**src/rtl/vga_text_ctrl.sv**
```systemverilog
// VGA text-mode controller: H/V timing, character-grid address walk and a
// 2-stage glyph-to-RGB pipeline with fg/bg colour and a blinking cursor.
module vga_text_ctrl #(
    parameter int H_ACTIVE     = 640,
    parameter int H_FP         = 16,
    parameter int H_SYNC       = 96,
    parameter int H_BP         = 48,
    parameter int V_ACTIVE     = 480,
    parameter int V_FP         = 10,
    parameter int V_SYNC       = 2,
    parameter int V_BP         = 33,
    parameter int CHAR_W       = 9,
    parameter int CHAR_H       = 16,
    parameter bit HS_POL       = 1'b0,
    parameter bit VS_POL       = 1'b0,
    parameter int BLINK_FRAMES = 30,
    parameter int CX_W         = 7,
    parameter int CY_W         = 5
) (
    input  logic            pclk,
    input  logic            reset,
    input  logic            rom_data,
    input  logic [23:0]     fg_color,
    input  logic [23:0]     bg_color,
    input  logic            cursor_en,
    input  logic [CX_W-1:0] cursor_x,
    input  logic [CY_W-1:0] cursor_y,
    output logic [CX_W-1:0] char_x,
    output logic [CY_W-1:0] char_y,
    output logic [3:0]      cell_x,
    output logic [3:0]      cell_y,
    output logic            hsync,
    output logic            vsync,
    output logic            valid,
    output logic            frame_start,
    output logic [7:0]      vga_r,
    output logic [7:0]      vga_g,
    output logic [7:0]      vga_b
);
    localparam int H_TOTAL = H_ACTIVE + H_FP + H_SYNC + H_BP;
    localparam int V_TOTAL = V_ACTIVE + V_FP + V_SYNC + V_BP;
    localparam int HW      = $clog2(H_TOTAL);
    localparam int VW      = $clog2(V_TOTAL);
    localparam int BW      = (BLINK_FRAMES > 1) ? $clog2(BLINK_FRAMES) : 1;

    localparam logic [HW-1:0] H_LAST     = HW'(H_TOTAL - 1);
    localparam logic [HW-1:0] H_ACT      = HW'(H_ACTIVE);
    localparam logic [HW-1:0] H_ACT_LAST = HW'(H_ACTIVE - 1);
    localparam logic [HW-1:0] H_SYN_BEG  = HW'(H_ACTIVE + H_FP);
    localparam logic [HW-1:0] H_SYN_END  = HW'(H_ACTIVE + H_FP + H_SYNC);
    localparam logic [VW-1:0] V_LAST     = VW'(V_TOTAL - 1);
    localparam logic [VW-1:0] V_ACT      = VW'(V_ACTIVE);
    localparam logic [VW-1:0] V_SYN_BEG  = VW'(V_ACTIVE + V_FP);
    localparam logic [VW-1:0] V_SYN_END  = VW'(V_ACTIVE + V_FP + V_SYNC);
    localparam logic [3:0]    CELL_X_MAX = 4'(CHAR_W - 1);
    localparam logic [3:0]    CELL_Y_MAX = 4'(CHAR_H - 1);
    localparam logic [BW-1:0] BLINK_LAST = BW'(BLINK_FRAMES - 1);

    // Stage 0: raster and cell counters
    logic [HW-1:0]   h_cnt_q, h_cnt_d;
    logic [VW-1:0]   v_cnt_q, v_cnt_d;
    logic [3:0]      cell_x_q, cell_x_d, cell_y_q, cell_y_d;
    logic [CX_W-1:0] char_x_q, char_x_d;
    logic [CY_W-1:0] char_y_q, char_y_d;
    logic [BW-1:0]   frame_cnt_q, frame_cnt_d;
    logic            blink_on_q, blink_on_d;
    logic            line_end, frame_end, active0, hs0, vs0, fs0;

    // Stage 1: delayed timing and character position
    logic            s1_active_q, s1_active_d;
    logic            s1_hs_q, s1_hs_d, s1_vs_q, s1_vs_d, s1_fs_q, s1_fs_d;
    logic [CX_W-1:0] s1_char_x_q, s1_char_x_d;
    logic [CY_W-1:0] s1_char_y_q, s1_char_y_d;
    logic            cursor_hit, pixel;

    // Stage 2: registered outputs
    logic [23:0]     rgb_q, rgb_d;
    logic            hsync_q, hsync_d, vsync_q, vsync_d;
    logic            valid_q, valid_d, fs_q, fs_d;

    always_comb begin
        line_end  = (h_cnt_q == H_LAST);
        frame_end = line_end && (v_cnt_q == V_LAST);
        active0   = (h_cnt_q < H_ACT) && (v_cnt_q < V_ACT);
        hs0       = ((h_cnt_q >= H_SYN_BEG) && (h_cnt_q < H_SYN_END)) ? HS_POL : ~HS_POL;
        vs0       = ((v_cnt_q >= V_SYN_BEG) && (v_cnt_q < V_SYN_END)) ? VS_POL : ~VS_POL;
        fs0       = (h_cnt_q == '0) && (v_cnt_q == '0);

        h_cnt_d = line_end ? '0 : h_cnt_q + 1'b1;
        v_cnt_d = v_cnt_q;
        if (line_end) v_cnt_d = (v_cnt_q == V_LAST) ? '0 : v_cnt_q + 1'b1;

        // A truncated last cell needs no special case: the line end clears it.
        cell_x_d = cell_x_q;
        char_x_d = char_x_q;
        if (active0) begin
            if (h_cnt_q == H_ACT_LAST) begin
                cell_x_d = '0;
                char_x_d = '0;
            end else if (cell_x_q == CELL_X_MAX) begin
                cell_x_d = '0;
                char_x_d = char_x_q + 1'b1;
            end else begin
                cell_x_d = cell_x_q + 1'b1;
            end
        end

        cell_y_d = cell_y_q;
        char_y_d = char_y_q;
        if (frame_end) begin
            cell_y_d = '0;
            char_y_d = '0;
        end else if (line_end && (v_cnt_q < V_ACT)) begin
            if (cell_y_q == CELL_Y_MAX) begin
                cell_y_d = '0;
                char_y_d = char_y_q + 1'b1;
            end else begin
                cell_y_d = cell_y_q + 1'b1;
            end
        end

        frame_cnt_d = frame_cnt_q;
        blink_on_d  = blink_on_q;
        if (frame_end) begin
            if (frame_cnt_q == BLINK_LAST) begin
                frame_cnt_d = '0;
                blink_on_d  = ~blink_on_q;
            end else begin
                frame_cnt_d = frame_cnt_q + 1'b1;
            end
        end

        char_x = active0 ? char_x_q : '0;
        char_y = active0 ? char_y_q : '0;
        cell_x = active0 ? cell_x_q : '0;
        cell_y = active0 ? cell_y_q : '0;

        s1_active_d = active0;
        s1_hs_d     = hs0;
        s1_vs_d     = vs0;
        s1_fs_d     = fs0;
        s1_char_x_d = char_x;
        s1_char_y_d = char_y;

        // rom_data belongs to the address registered into stage 1.
        cursor_hit = cursor_en && blink_on_q &&
                     (s1_char_x_q == cursor_x) && (s1_char_y_q == cursor_y);
        pixel      = rom_data ^ cursor_hit;
        rgb_d      = s1_active_q ? (pixel ? fg_color : bg_color) : '0;
        hsync_d    = s1_hs_q;
        vsync_d    = s1_vs_q;
        valid_d    = s1_active_q;
        fs_d       = s1_fs_q;

        hsync       = hsync_q;
        vsync       = vsync_q;
        valid       = valid_q;
        frame_start = fs_q;
        vga_r       = rgb_q[23:16];
        vga_g       = rgb_q[15:8];
        vga_b       = rgb_q[7:0];
    end

    // NOTE: state updates use non-blocking assignments so every flop samples the
    // pre-edge value of its neighbours; blocking here would collapse pipeline stages.
    always_ff @(posedge pclk) begin
        if (!reset) begin
            h_cnt_q     <= '0;
            v_cnt_q     <= '0;
            cell_x_q    <= '0;
            cell_y_q    <= '0;
            char_x_q    <= '0;
            char_y_q    <= '0;
            frame_cnt_q <= '0;
            blink_on_q  <= 1'b0;
            // NOTE: the pipeline stages are reset too, so a mid-frame reset
            // shows blanking with idle syncs instead of stale pixels.
            s1_active_q <= 1'b0;
            s1_hs_q     <= ~HS_POL;
            s1_vs_q     <= ~VS_POL;
            s1_fs_q     <= 1'b0;
            s1_char_x_q <= '0;
            s1_char_y_q <= '0;
            rgb_q       <= '0;
            hsync_q     <= ~HS_POL;
            vsync_q     <= ~VS_POL;
            valid_q     <= 1'b0;
            fs_q        <= 1'b0;
        end else begin
            h_cnt_q     <= h_cnt_d;
            v_cnt_q     <= v_cnt_d;
            cell_x_q    <= cell_x_d;
            cell_y_q    <= cell_y_d;
            char_x_q    <= char_x_d;
            char_y_q    <= char_y_d;
            frame_cnt_q <= frame_cnt_d;
            blink_on_q  <= blink_on_d;
            s1_active_q <= s1_active_d;
            s1_hs_q     <= s1_hs_d;
            s1_vs_q     <= s1_vs_d;
            s1_fs_q     <= s1_fs_d;
            s1_char_x_q <= s1_char_x_d;
            s1_char_y_q <= s1_char_y_d;
            rgb_q       <= rgb_d;
            hsync_q     <= hsync_d;
            vsync_q     <= vsync_d;
            valid_q     <= valid_d;
            fs_q        <= fs_d;
        end
    end
endmodule

```
**config.mk**
```make
export PLATFORM = sky130hd
export DESIGN_NAME = vga_text_ctrl
export DESIGN_NICKNAME = d
export VERILOG_FILES = /design/src/rtl/vga_text_ctrl.sv
export SDC_FILE = /design/constraint.sdc
export NUM_CORES = 1
export LEC_CHECK = 0
export BUFFER_PORTS_ARGS = -buffer_cell sky130_fd_sc_hd__buf_4
export CAP_MARGIN = 20
export CORE_MARGIN = 2
export CORE_UTILIZATION = 45
export CTS_BUF_LIST = sky130_fd_sc_hd__clkbuf_4 sky130_fd_sc_hd__clkbuf_8
export CTS_CLUSTER_SIZE = 8
export DETAILED_ROUTE_END_ITERATION = 10
export GPL_TIMING_DRIVEN = 0
export PLACE_DENSITY = 0.81
export SLEW_MARGIN = 20
export SYNTH_ARGS = -nofsm -noshare
export SYNTH_HDL_FRONTEND = slang
export SYNTH_SLANG_ARGS = --single-unit
```
**constraint.sdc**
```tcl
create_clock -name pclk -period 2.1 [get_ports pclk]
set_clock_uncertainty 0.2 [all_clocks]
set_input_delay 0 -clock pclk [delete_from_list [all_inputs] [get_ports pclk]]
set_output_delay 0 -clock pclk [all_outputs]
set_load 0.02 [all_outputs]
```
# Word level (Yosys, flattened, before mapping)
# Cells that the tools add are included.
# totals
in_bits	64
wordCells	75
regBits	90
# op_classes
n_bitwise	3
add_sub_neg	7
n_lt_le_gt_ge	6
n_mux	14
reduce_logical	18
n_eq_ne	8
# ops
cell	n
equality test 10 bit, second input constant	3
2-to-1 mux 24 bit	1
2-to-1 mux 7 bit	3
adder 10 x 1 -> 10 bit, second input constant	2
logical NOT 10 bit	2
< comparator 10 bit, second input constant	2
< comparator 10 x 9 -> 1 bit, second input constant	2
2-to-1 mux 4 bit	5
adder 5 x 1 -> 5 bit, second input constant	2
greater-or-equal comparator 10 bit, second input constant	1
greater-or-equal comparator 10 x 9 -> 1 bit, second input constant	1
2-to-1 mux 10 bit	1
2-to-1 mux 5 bit	2
logical AND 1 bit	9
adder 4 x 1 -> 4 bit, second input constant	2
equality test 4 bit, second input constant	2
AND reduction 2 bit	4
adder 7 x 1 -> 7 bit, second input constant	1
equality test 7 bit	1
equality test 5 bit	1
equality test 5 bit, second input constant	1
OR reduction 2 bit	2
2-to-1 mux 1 bit	2
inverter 1 bit	2
other kinds (2)	2

# Longest topological paths before layout
# logic_depth
ltp_word	5
depth_mapped	9
mapped_depth_nobuf	7

# Least setup slack after synthesis
# No wires, ideal clock.
# synth_timing
kind	reg-to-reg
startpoint	reg h_cnt_q[0]
endpoint	reg char_y_q[0]
setup_ps	115
arrival_time_ps	1818
setup_slack_ps	-33
stages_incl_launch_ff	10
t_required_ps	1785
cell_sequence	dfxtp_1 ha_1 and4_1 buf_2 nand4_4 or2_1 buf_6 nand2_1 buf_4 nor2_1
# synth_between
elab_chain_cells	3
elab_cells_between_ends	5
classes_between	eq/ne (1); reduce/logical (4)
# synth_rtl
element	line	rtl
start, declared	60	logic [HW-1:0] h_cnt_q, h_cnt_d;
start signal, assigned	190	h_cnt_q <= h_cnt_d;
equality test 10 bit (*)	82	line_end = (h_cnt_q == H_LAST);
logical AND 1 bit, on equally long branches	113, 83	
AND reduction 2 bit (no line) / OR reduction 2 bit (equally long branches)	-	
end signal, assigned	195	char_y_q <= char_y_d;
end, declared	64	logic [CY_W-1:0] char_y_q, char_y_d;
# Mark *: on every way between the ends. The rest lies on a longest branch, timed or not.
# A chain may end at the register's enable or synchronous reset.

# Worst setup path in the final report
# layout_timing
startpoint	reg s1_char_y_q[0]
endpoint	reg rgb_q[1]
# layout_between
elab_chain_cells	4
# layout_rtl
element	line	rtl
start, declared	73	logic [CY_W-1:0] s1_char_y_q, s1_char_y_d;
start signal, assigned	203	s1_char_y_q <= s1_char_y_d;
equality test 5 bit	147	(s1_char_x_q == cursor_x) && (s1_char_y_q == cursor_y);
logical AND 1 bit	147	
bitwise XOR 1 bit	148	pixel = rom_data ^ cursor_hit;
2-to-1 mux 24 bit	149	rgb_d = s1_active_q ? (pixel ? fg_color : bg_color) : '0;
end signal, assigned	204	rgb_q <= rgb_d;
end, declared	77	logic [23:0] rgb_q, rgb_d;
# No other way between the ends.

==> flow_summary_export.csv <==
group,metric,value,unit
cells_and_area,final_net_count,813,
global_routing,grt_antenna_before_repair,0,
pwr,powerDensity,524,nW/µm²
critical_path,critPathMaxStageDelay,0.60,ns
run,cap_violations,0,
logic_synthesis,yosysWarnings,0,
route,vias,5152,
timing,post-route-period-util,1.00,
critical_path,crit_path_top_delay_cell,"or4_4",
timing,timing.final.ws_setup,-0.00428,ns
global_routing,grt_max_degree,17,
floorplanning,core_area,10200,µm²
timing,fin_crit,2.10,ns
route,drc,0,
critical_path,worst_ep_arrival_time,2.16,ns
critical_path,worst-setup-path-type,"reg -> reg",
pwr,cellLeakagePower,0.00288,µW
floorplanning,rows,37,
timing,finalSetupViolCount,1,
floorplanning,io_pins,112,
logic_synthesis,synth_nets,622,
clocking,cts_root_buffer,"clkbuf_8",
global_routing,track_usage,0.256,
min_path,hold_class,"in -> reg",
placement,portBuffers,111,
global_routing,grt_pass1_vias,4829,
logic_synthesis,synth_area,4650,µm²
floorplanning,chipHeight,106,µm
status,failed_checks,"negative setup slack",
clocking,clockBufferDepth,2,
route,ant_nets,0,
timing,tightest_slew,0.533,ns
status,run_status,"complete, but fails checks",
clocking,cts_tree,"done",
clocking,numCtsBuffers,9,
logic_synthesis,synth_edf_count,0,
cells_and_area,syn_to_final_growth,45.7,%
timing,hold_slack,0.176,ns
critical_path,required,2.16,ns
route,avgRoutedWirePerCell,18.0,µm
floorplanning,die_w,106,µm
logic_synthesis,synthDistinctLibCells,46,
route,wirelength,15800,µm
logic_synthesis,avgSynthCellArea,8.52,µm²
placement,dp_hpwl,9530,µm
critical_path,cp-start-kind,"register",
cells_and_area,mostFrequentLayoutCell,"buf_4",
critical_path,path_cells,"xnor2_1, nand4_1, buf_4, or4_4, clkbuf_16, nand4b_1, nand3_1",
global_routing,grt_pass1_wl,23300,µm
pwr,peakVddDrop,398,µV
clocking,cts_sinks,90,
clocking,clkLatencyLatePin,0.36,ns
placement,place_inst,793,
timing,fmax,475,MHz
route,drtPass1Iterations,6,
cells_and_area,drive_gt1_frac,0.279,
cells_and_area,fin_cells,878,
logic_synthesis,yosysSeqAreaShare,0.387,
clocking,path_clk_slew,0.11,ns
cells_and_area,diodes,0,
placement,gp_congestion,0.915,
logic_synthesis,syn_inst,546,
global_routing,grt-ovfl-total,0,
logic_synthesis,ys_ff_latch,90,
critical_path,worstPathMaxFanout,6,
timing,rsz0062_at_grt,"yes",
route,drt_iter0_markers,511,
timing,hold_viol,0,
timing,tns,-0.00428,ns
critical_path,endpoint_kind,"register",
logic_synthesis,synth_ff_type,"dfxtp_1",
timing,slew_violations,0,
cells_and_area,final_cell_mix,"134 x buf_4, 74 x dfxtp_1, 50 x dlygate4sd3_1, 45 x nand3_1, 44 x nand2_1",
logic_synthesis,ys_async_sr_fraction,0,
timing,maxSlewHeadroom,0.643,
floorplanning,initial_core_util,0.457,
route,vias_per_cell,5.87,
clocking,cts-htree-levels,3,
floorplanning,dieArea,11200,µm²
-- cells in the mapped netlist, types with 2 or more instances --
master,instances,area share
xor2_1,15,0.028
a21oi_1,3,0.0032
nand2b_1,26,0.035
a21boi_0,2,0.0032
buf_6,2,0.0048
nand4_1,34,0.046
or3_1,2,0.0027
buf_2,3,0.0032
and4_1,2,0.0038
nand2_1,45,0.036
nor4_1,5,0.0067
nand3_1,49,0.053
o21ai_0,8,0.0086
a41oi_1,2,0.0038
nor3_1,4,0.0043
nor3b_1,2,0.0032
clkbuf_1,34,0.027
xnor2_1,27,0.051
ha_1,12,0.032
nor2_1,38,0.031
buf_4,2,0.0032
dfxtp_1,90,0.39
and3_1,28,0.038
o311ai_0,2,0.0038
nor2b_1,3,0.0040
nor4b_1,2,0.0038
and2_1,21,0.028
a211o_1,24,0.045
nand4b_1,26,0.049
inv_1,12,0.0097
mux2i_1,3,0.0065
nand3b_1,4,0.0065
-- logic make-up after synthesis --
group,Yosys count,share of synthesized area
muxes,3,0.00645
DFF,90,0.387
adders and majority gates,12,0.0323
and+or+nand+nor,297,0.367
AOI/OAI and AO/OA,48,0.0791
xor gates and xnor gates,42,0.0791
buffers and inverters,54,0.0492
-- critical path: cells and delay by family, from the launching register on --
kind	cells	cell delay, ns
AND/OR/NAND/NOR	4	0.98
XOR/XNOR	1	0.12
buffers and inverters	2	0.37
flip-flops	1	0.33
-- repair_timing --
action	4_1_cts	5_1_grt
buffers inserted	6	14
hold endpoints to repair	24	0
endpoints found under the setup margin	68	53
pin swaps	3	14
cloned	1	3
resized for setup	28	60
hold buffers	50	0
-- flip-flops by register name, summed over array words and instances (netlist names), 4 cells and up --
register and cells:
char_x_q 7, s1_char_y_q 5, cell_y_q 4, v_cnt_q 10
s1_char_x_q 7, h_cnt_q 10, char_y_q 5, cell_x_q 4
frame_cnt_q 5, rgb_q 24
-- stage by stage --
step / power [µW] / worst slack, ns / instance area, µm² / util
2_1_floorplan: 1990 / 0.00619 / 4660 / -
3_3_place_gp: 2180 / -0.148 / 5660 / 0.556
3_5_place_dp: 2200 / -0.184 / 5660 / 0.556
4_1_cts: 3520 / -0.0126 / 6500 / 0.638
5_1_grt: 3670 / -0.104 / 6780 / 0.666
6_report: 3550 / -0.00428 / 6780 / 0.666
-- final timing paths --
path / startpoint / to / slack (ns) / depth (start not counted)
worst max register to register: s1_char_y_q[0] / rgb_q[1] / -0.004 / 7
worst min-delay path: cursor_en / rgb_q[12] / 0.18 / 6
worst min register to register: hsync_d / hsync / 0.23 / 1
worst max-delay path: s1_char_y_q[0] / rgb_q[1] / -0.004 / 7
-- layer usage --
layer  global-route usage  share of wire  vias to the layer above  routed length (µm)
li1                     -              -                     2322                   -
met1                0.300           0.39                     2399                6140
met2                0.451           0.49                      363                7720
met3               0.0612          0.090                       68                1420
met4               0.0940          0.033                        0                 515
met5                    0              0                        -                   0
-- layout make-up --
| cell class | count | area [µm²] |
|---|---|---|
| Clock inverter | 6 | 72.6 |
| Multi-Input combinational cell | 403 | 2770 |
| Tap cell | 136 | 170 |
| Inverter | 12 | 45.0 |
| Clock buffer | 10 | 138 |
| Timing Repair Buffer | 184 | 1540 |
| Fill cell | 744 | 3400 |
| Buffer | 37 | 216 |
| Sequential cell | 90 | 1830 |
-- power by group --
group	switching (µW)	leakage, µW	internal [µW]
Combinational	252	0.00203	255
Sequential	24.8	0.000740	1740
Clock	679	0.000109	600
No activity file was read; power rests on OpenSTA's default activity.
